## config.mk

```make
export PLATFORM = sky130hd
export DESIGN_NAME = ic_rsp_router
export DESIGN_NICKNAME = d
export VERILOG_FILES = /design/src/rtl/ic_rsp_router_pkg.sv /design/src/rtl/ic_rsp_router_tag_fifo.sv /design/src/rtl/ic_rsp_router.sv
export SDC_FILE = /design/constraint.sdc
export NUM_CORES = 1
export LEC_CHECK = 0
export CORE_UTILIZATION = 35
export DETAILED_ROUTE_END_ITERATION = 8
export PLACE_DENSITY_LB_ADDON = 0.25
export RECOVER_POWER = 25
export SYNTH_ARGS = -nofsm -noshare
export SYNTH_HDL_FRONTEND = slang
export SYNTH_HIERARCHICAL = 1
export SYNTH_SLANG_ARGS = --single-unit
```

## constraint.sdc

```tcl
create_clock -name g_clk -period 3.5 [get_ports g_clk]
set_input_delay 0.35 -clock g_clk [delete_from_list [all_inputs] [get_ports g_clk]]
set_output_delay 0.35 -clock g_clk [all_outputs]
set_load 0.05 [all_outputs]
```

## src/rtl/ic_rsp_router_pkg.sv

```systemverilog
// Shared interconnect definitions: route tag encoding, error response data and a route encoder.
package ic_rsp_router_pkg;

  typedef logic [1:0] ic_tag_t;

  localparam ic_tag_t IC_ROUTE_ROM = 2'd0;
  localparam ic_tag_t IC_ROUTE_RAM = 2'd1;
  localparam ic_tag_t IC_ROUTE_AXI = 2'd2;
  localparam ic_tag_t IC_ROUTE_ERR = 2'd3;

  localparam logic [31:0] IC_ERR_RDATA = 32'h0;

  // Anything other than exactly one target (with no decode error) routes to ERR.
  function automatic ic_tag_t ic_encode_route(input logic rom, input logic ram,
                                              input logic axi, input logic dec_err);
    ic_tag_t tag;
    case ({dec_err, axi, ram, rom})
      4'b0001: tag = IC_ROUTE_ROM;
      4'b0010: tag = IC_ROUTE_RAM;
      4'b0100: tag = IC_ROUTE_AXI;
      default: tag = IC_ROUTE_ERR;
    endcase
    return tag;
  endfunction

endpackage

```

## src/rtl/ic_rsp_router_tag_fifo.sv

```systemverilog
// ic_tag_fifo: generic synchronous FIFO with combinational head; push ignored when full,
// pop ignored when empty.
module ic_tag_fifo #(
  parameter int unsigned WIDTH = 2,
  parameter int unsigned DEPTH = 4
) (
  input  logic             g_clk,
  input  logic             g_resetn,
  input  logic             push,
  input  logic [WIDTH-1:0] wdata,
  input  logic             pop,
  output logic [WIDTH-1:0] head,
  output logic             full,
  output logic             empty
);

  localparam int unsigned PTR_W = $clog2(DEPTH);
  localparam logic [PTR_W:0] FULL_CNT = (PTR_W + 1)'(DEPTH);

  logic [WIDTH-1:0] mem_q [DEPTH];
  logic [PTR_W-1:0] wr_ptr_q;
  logic [PTR_W-1:0] rd_ptr_q;
  logic [PTR_W:0]   count_q;
  logic             do_push;
  logic             do_pop;

  assign full    = (count_q == FULL_CNT);
  assign empty   = (count_q == '0);
  assign head    = mem_q[rd_ptr_q];
  assign do_push = push && !full;
  assign do_pop  = pop && !empty;

  // Pointers wrap naturally because DEPTH is a power of two.
  always_ff @(posedge g_clk) begin
    if (!g_resetn) begin
      wr_ptr_q <= '0;
      rd_ptr_q <= '0;
      count_q  <= '0;
    end else begin
      if (do_push) begin
        mem_q[wr_ptr_q] <= wdata;
        wr_ptr_q        <= wr_ptr_q + 1'b1;
      end
      if (do_pop) begin
        rd_ptr_q <= rd_ptr_q + 1'b1;
      end
      case ({do_push, do_pop})
        2'b10:   count_q <= count_q + 1'b1;
        2'b01:   count_q <= count_q - 1'b1;
        default: count_q <= count_q;
      endcase
    end
  end

endmodule

```

## src/rtl/ic_rsp_router.sv

```systemverilog
// Returns target responses to the initiator in request order and synthesises decode-error
// responses. Optional error counter enabled by IC_RSP_ROUTER_ERR_COUNT_EN.
module ic_rsp_router
  import ic_rsp_router_pkg::*;
#(
  parameter int unsigned DEPTH = 4
) (
  input  logic        g_clk,
  input  logic        g_resetn,
  input  logic        req_fire,
  input  logic        route_rom,
  input  logic        route_ram,
  input  logic        route_axi,
  input  logic        req_dec_err,
  output logic        tag_full,
  input  logic        rom_rsp_valid,
  output logic        rom_rsp_ready,
  input  logic [31:0] rom_rsp_rdata,
  input  logic        rom_rsp_error,
  input  logic        ram_rsp_valid,
  output logic        ram_rsp_ready,
  input  logic [31:0] ram_rsp_rdata,
  input  logic        ram_rsp_error,
  input  logic        axi_rsp_valid,
  output logic        axi_rsp_ready,
  input  logic [31:0] axi_rsp_rdata,
  input  logic        axi_rsp_error,
  output logic        rsp_valid,
  input  logic        rsp_ready,
  output logic [31:0] rsp_rdata,
  output logic        rsp_error,
  output logic [15:0] err_count
);

  ic_tag_t push_tag;
  ic_tag_t head_tag;
  logic    fifo_empty;
  logic    rsp_pop;

  assign push_tag = ic_encode_route(route_rom, route_ram, route_axi, req_dec_err);
  assign rsp_pop  = rsp_valid && rsp_ready;

  ic_tag_fifo #(
    .WIDTH(2),
    .DEPTH(DEPTH)
  ) u_tag_fifo (
    .g_clk   (g_clk),
    .g_resetn(g_resetn),
    .push    (req_fire),
    .wdata   (push_tag),
    .pop     (rsp_pop),
    .head    (head_tag),
    .full    (tag_full),
    .empty   (fifo_empty)
  );

  // Only the head target sees rsp_ready; later targets are held off until their turn.
  always_comb begin
    rsp_valid     = 1'b0;
    rsp_rdata     = '0;
    rsp_error     = 1'b0;
    rom_rsp_ready = 1'b0;
    ram_rsp_ready = 1'b0;
    axi_rsp_ready = 1'b0;
    if (!fifo_empty) begin
      unique case (head_tag)
        IC_ROUTE_ROM: begin
          rsp_valid     = rom_rsp_valid;
          rsp_rdata     = rom_rsp_rdata;
          rsp_error     = rom_rsp_error;
          rom_rsp_ready = rsp_ready;
        end
        IC_ROUTE_RAM: begin
          rsp_valid     = ram_rsp_valid;
          rsp_rdata     = ram_rsp_rdata;
          rsp_error     = ram_rsp_error;
          ram_rsp_ready = rsp_ready;
        end
        IC_ROUTE_AXI: begin
          rsp_valid     = axi_rsp_valid;
          rsp_rdata     = axi_rsp_rdata;
          rsp_error     = axi_rsp_error;
          axi_rsp_ready = rsp_ready;
        end
        IC_ROUTE_ERR: begin
          rsp_valid = 1'b1;
          rsp_rdata = IC_ERR_RDATA;
          rsp_error = 1'b1;
        end
      endcase
    end
  end

`ifdef IC_RSP_ROUTER_ERR_COUNT_EN
  logic [15:0] err_count_q;

  always_ff @(posedge g_clk) begin
    if (!g_resetn) begin
      err_count_q <= '0;
    end else if (rsp_pop && rsp_error && (err_count_q != 16'hFFFF)) begin
      err_count_q <= err_count_q + 16'd1;
    end
  end

  assign err_count = err_count_q;
`else
  assign err_count = 16'h0;
`endif

endmodule

```

**After elaboration in Yosys (flattened, before gate mapping)**

Memories as Yosys holds them, arrays and structs flattened. A register that Yosys moved wholly into a read port is not among the register bits.
Cells that the tools add are included.

- Output and inout bits: 54
- Memory bits (writable): 8
- Bits in latches: 0
- Bits of input ports: 110
- ROM bits: 0
- Register bits: 7
- Memories kept: 1
- Word-level logic and storage cells: 44

- Eq/ne operators: 9
- Bitwise operators: 0
- Reduce and logical (&&, ||, !) cells: 8
- Shift-type cells: 0
- Order comparisons: 0
- Add/sub/neg operators: 4
- Div/mod/pow operators: 0
- $mul: 0
- Muxes and demuxes: 19

Memories:

| memory | depth | bits a word | read ports | clocked after Yosys merged registers in | write ports | RTL line | source |
|---|---|---|---|---|---|---|---|
| u_tag_fifo.mem_q | 4 | 2 | 1 | 1 | 1 | ic_rsp_router_tag_fifo.sv:20 | `logic [WIDTH-1:0] mem_q [DEPTH];` |

Operator list:

| cell | count |
|---|---|
| $pmux 32 s4 | 1 |
| $mux 32 | 1 |
| $mux 1 | 11 |
| $pmux 1 s4 | 2 |
| $eq 2x2->1 const B | 3 |
| $pmux 2 s3 | 1 |
| $pmux 3 s2 | 1 |
| $add 2x1->2 const B | 2 |
| $eq 2x1->1 const B | 2 |
| $eq 4x1->1 const B | 1 |
| $eq 4x2->1 const B | 1 |
| $eq 4x3->1 const B | 1 |
| $mux 2 | 2 |
| $add 3x1->3 const B | 1 |
| $eq 3x3->1 const B | 1 |
| $logic_and 1x1->1 | 3 |
| $logic_not 3->1 | 1 |
| $sub 3x1->3 const B | 1 |
| $logic_not 1->1 | 2 |
| $logic_not 2->1 | 1 |
| $reduce_bool 2->1 | 1 |

**Depth between registers and ports, before layout**

Gate-level depths: netlist of the first run.

- Depth after elaboration: 7
- Gate-level depth with buffers: 12
- Depth with buffers taken out: 11

**Hierarchy**

Netlist of the first run, hierarchy kept.

By module, submodules not included:

| module | cells each | area each (um^2) | sequential area each (um^2) | times used |
|---|---|---|---|---|
| ic_rsp_router | 185 | 1480.2 | 0.0 | 1 |
| ic_tag_fifo | 64 | 779.5 | 420.4 | 1 |

**Least setup slack after synthesis of the first run**

OpenSTA, ideal clock, no wires.

- Path kind: flip-flop to flip-flop
- Start point: register with a tool-made name
- End point: register u_tag_fifo.count_q[2]
- Path buffers: 1
- Period minus slack after synthesis: 2.935 ns
- Slack: 0.565 ns
- Setup time: 0.076 ns
- Cell stages (with the launch flop): 13
- Data required time: 3.424 ns
- Arrival time: 2.859 ns
- Cells stage by stage: dfxtp_1 -> mux4_2 -> buf_6 -> nor2b_1 -> a211oi_1 -> nor3_1 -> nor2b_1 -> ha_1 -> inv_1 -> fa_1 -> xor2_1 -> or3_1 -> a21boi_0

RTL lines:

| what | RTL line | source |
|---|---|---|
| end signal, assigned | ic_rsp_router_tag_fifo.sv:48 | `2'b10: count_q <= count_q + 1'b1;` |
| end signal, assigned | ic_rsp_router_tag_fifo.sv:49 | `2'b01: count_q <= count_q - 1'b1;` |
| end signal, assigned | ic_rsp_router_tag_fifo.sv:50 | `default: count_q <= count_q;` |
| end, declared | ic_rsp_router_tag_fifo.sv:23 | `logic [PTR_W:0] count_q;` |

==> metrics.md, run 1 <==
| Metric | Value |
|---|---|
| CTS tree | `yes` |
| Hold Buf Count CTS | `0` |
| YS warnings | `6` |
| Crit path time final | `3.15 ns` |
| Layout area overhead | `59.6%` |
| Antenna violations before repair | `0` |
| Netlist Area Pre-Place | `2260 um2` |
| First-pass GRT wire length | `9.42 mm` |
| Final nets | `496` |
| Final instance area | `3610 um2` |
| Data arrival, critical path | `2.80 ns` |
| Gpl congestion | `0.752` |
| CTS Buf Count | `3` |
| Crit start category | `flip-flop` |
| Synth unique cells | `36` |
| Lkg Pwr | `1.29 nW` |
| Relative slew slack | `52.1%` |
| Vias per cell | `4.85` |
| Hold violation total from the final report | `0` |
| RSZ-0062 raised after global routing | `no` |
| Clk_lat worst skew | `0.25 ns` |
| Worst-path fanout max | `74` |
| Share of power burned in the clock network | `10.2%` |
| Fin Hold WS | `0.487 ns` |
| Antenna cell count | `0` |
| Syn Inst Count | `249` |
| Final WL | `6.67 mm` |
| Pre-antenna DRT Iters | `4` |
| CTS Root Cell | `clkbuf_8` |
| Die area | `6780 um2` |
| Power per Cell Area | `383 nW/um2` |
| Post-Layout Cell Count | `454` |
| Worst hold path type | `reg -> reg` |
| Crit path max-delay cell type | `clkdlybuf4s50_1` |
| FF+latch count, synth | `17` |
| Fmax | `317 MHz` |
| Slew Limit Fails | `0` |
| FP Rows | `28` |
| Comb power frac | `72.5%` |
| Via count | `2,200` |
| Avg Inst Size Synth | `9.07 um2` |
| Crit Path Category | `reg -> out` |
| Worst-Margin Slew | `0.718 ns` |
| CTS Buffer Depth | `2` |
| Seq/Total Area, Yosys | `18.6%` |
| Ports | `164` |
| Setup Buffers After CTS | `0` |
| Critical Path RT | `3.15 ns` |
| Buf+Inv Stages, Crit Path | `2` |
| Post-cts resize count | `0` |
| Placement Cell Area | `3560 um2` |
| VDD IR max | `0.280 mV` |
| H-tree depth | `1` |
| CP Capture Type | `primary output` |
| Maxcap violations | `0` |
| Outcome | `finished clean` |
| Largest net degree at the start of global routing | `75` |
| Tot Pwr | `1.38 mW` |
| Clk_skew | `0.00108 ns` |
| Final setup violating endpoints | `0` |
| Die outline width | `82.4 um` |
| Clk pin slew, worst setup/hold paths | `0.06 ns` |
| GR Overflow Total | `0` |
| Sw Pwr | `0.719 mW` |
| Core area | `6060 um2` |
| DRC | `0` |
| Starting Density | `37.3%` |
| Height of the die | `82.4 um` |
| Layout cell share with drive strength beyond 1 | `23.0%` |
| Clock sink count | `17` |
| Initial DRC Count | `95` |
| GRT Total Usage | `17.7%` |
| Sequential share of power | `17.3%` |
| HPWL after DPL | `5.23 mm` |
| Sum of negative setup slack | `0 ns` |
| Worst path top cell family by delay | `buffers and inverters` |
| Routed Antenna Nets | `0` |
| Period Utilization, post-route | `90.1%` |
| Placed cells | `450` |
| Worst-path cell chain | `mux4_4, buf_4, nor3b_1, clkdlybuf4s50_1` |
| Port buffer count | `147` |
| Sw Share | `52.1%` |
| Vias in the first global route | `1,936` |
| Slowest stage delay, CP | `0.86 ns` |
| Power Internal | `0.662 mW` |
| Avg WL per Cell | `14.7 um` |
==> worst register-to-register path: cells and delay by family, from the launching register on <==
| family | cells | cell delay (ns) |
|---|---|---|
| AOI/OAI and AO/OA | 2 | 0.23 |
| xor gates and xnor gates | 1 | 0.16 |
| adders and majority gates | 2 | 0.58 |
| buffers and inverters | 1 | 0.06 |
| DFF | 1 | 0.38 |
| muxes | 1 | 0.69 |
| and+or+nand+nor | 4 | 1.00 |
==> final cells by class <==
cell class / instances / area [um2]
fillers: 541 / 2450
multi-input cells: 200 / 1600
repair buffers: 152 / 1430
flip-flops and latches: 17 / 420
well taps: 75 / 93.8
clock buffers: 3 / 41.3
inverters: 6 / 22.5
clock inverters: 1 / 5.00
==> power by group through the flow <==
stage	clock, mW	sequential (mW)	combinational (mW)
after floorplan	0	0.239	0.714
after global placement	0	0.243	1.00
after detailed placement	0	0.244	1.01
after CTS	0.148	0.239	1.01
after global routing	0.156	0.240	1.06
final	0.141	0.238	1.00
==> path summary, 6_finish.rpt <==
kind | slack, ns | end | cells past startpoint | from
max | 0.35 | ram_rsp_ready | 4 | flip-flop
min | 0.49 | flip-flop | 2 | u_tag_fifo/rd_ptr_q[1]$_SDFFE_PN0N_
max reg2reg | 0.35 | u_tag_fifo/count_q[2]$_SDFFE_PN0P_ | 11 | flip-flop
min reg2reg | 0.49 | flip-flop | 2 | u_tag_fifo/rd_ptr_q[1]$_SDFFE_PN0N_
==> cells by family (layout without fill, tap and decap cells) <==
logic type	count (synthesis)	in the layout	share of synthesized area, %
muxes	5	5	3.54
adders and majority gates	6	6	3.65
other	1	16	0.166
AOI/OAI and AO/OA	73	73	32.8
xor gates and xnor gates	4	4	1.55
and+or+nand+nor	96	96	26.2
buffers and inverters	47	162	13.5
DFF	17	17	18.6
==> Yosys cell counts (all sizes together) <==
master / number / area, um2
nand2: 7 / 26.3
nand2b: 34 / 213
nor3: 4 / 25.0
or3: 4 / 25.0
o22ai: 1 / 12.5
nor2: 2 / 7.51
dfxtp: 9 / 180
mux4: 2 / 45.0
clkbuf: 8 / 30.0
edfxtp: 8 / 240
mux2: 1 / 15.0
and2: 2 / 12.5
xnor2: 3 / 26.3
nor2b: 35 / 219
a21boi: 2 / 15.0
buf: 33 / 253
inv: 6 / 22.5
conb: 1 / 3.75
nand4bb: 1 / 11.3
and3: 4 / 25.0
mux2i: 2 / 20.0
xor2: 1 / 8.76
a211oi: 65 / 688
ha: 5 / 62.6
fa: 1 / 20.0
nor3b: 3 / 27.5
o21ai: 5 / 25.0
==> cells in the final DEF (no fill, tap or decap), types with 5 or more instances in the layout <==
| cell type | n |
|---|---|
| nand2_1 | 7 |
| buf_4 | 38 |
| clkdlybuf4s50_1 | 113 |
| nand2b_1 | 34 |
| a211oi_1 | 25 |
| dfxtp_1 | 9 |
| a211oi_2 | 40 |
| inv_1 | 6 |
| nor2b_1 | 35 |
| edfxtp_1 | 8 |
| ha_1 | 5 |
| o21ai_0 | 5 |
| conb_1 | 16 |
==> stage by stage <==
step | utilization, % | worst slack (ns)
2_1_floorplan | - | 0.565
3_3_place_gp | 58.8 | 0.415
3_5_place_dp | 58.8 | 0.337
4_1_cts | 59.6 | 0.318
5_1_grt | 59.5 | 0.0443
6_report | 59.5 | 0.346
==> layer usage <==
metal  vias to the layer above  global-route usage [%]  wire [um]
met2                        80                    33.1       3370
met5                         -                       0          0
met4                         0                    2.63         26
met1                       996                    21.2       2600
met3                         2                    3.30        670
li1                       1122                       -          -
(Power assumes the default switching activity.)
==> run 2, diff against run 1 <==
Settings changed: ABC_AREA from default to 0.
==> results of run 2 <==
Same layout as run 1: the final DEF is identical, and so are final timing and power.
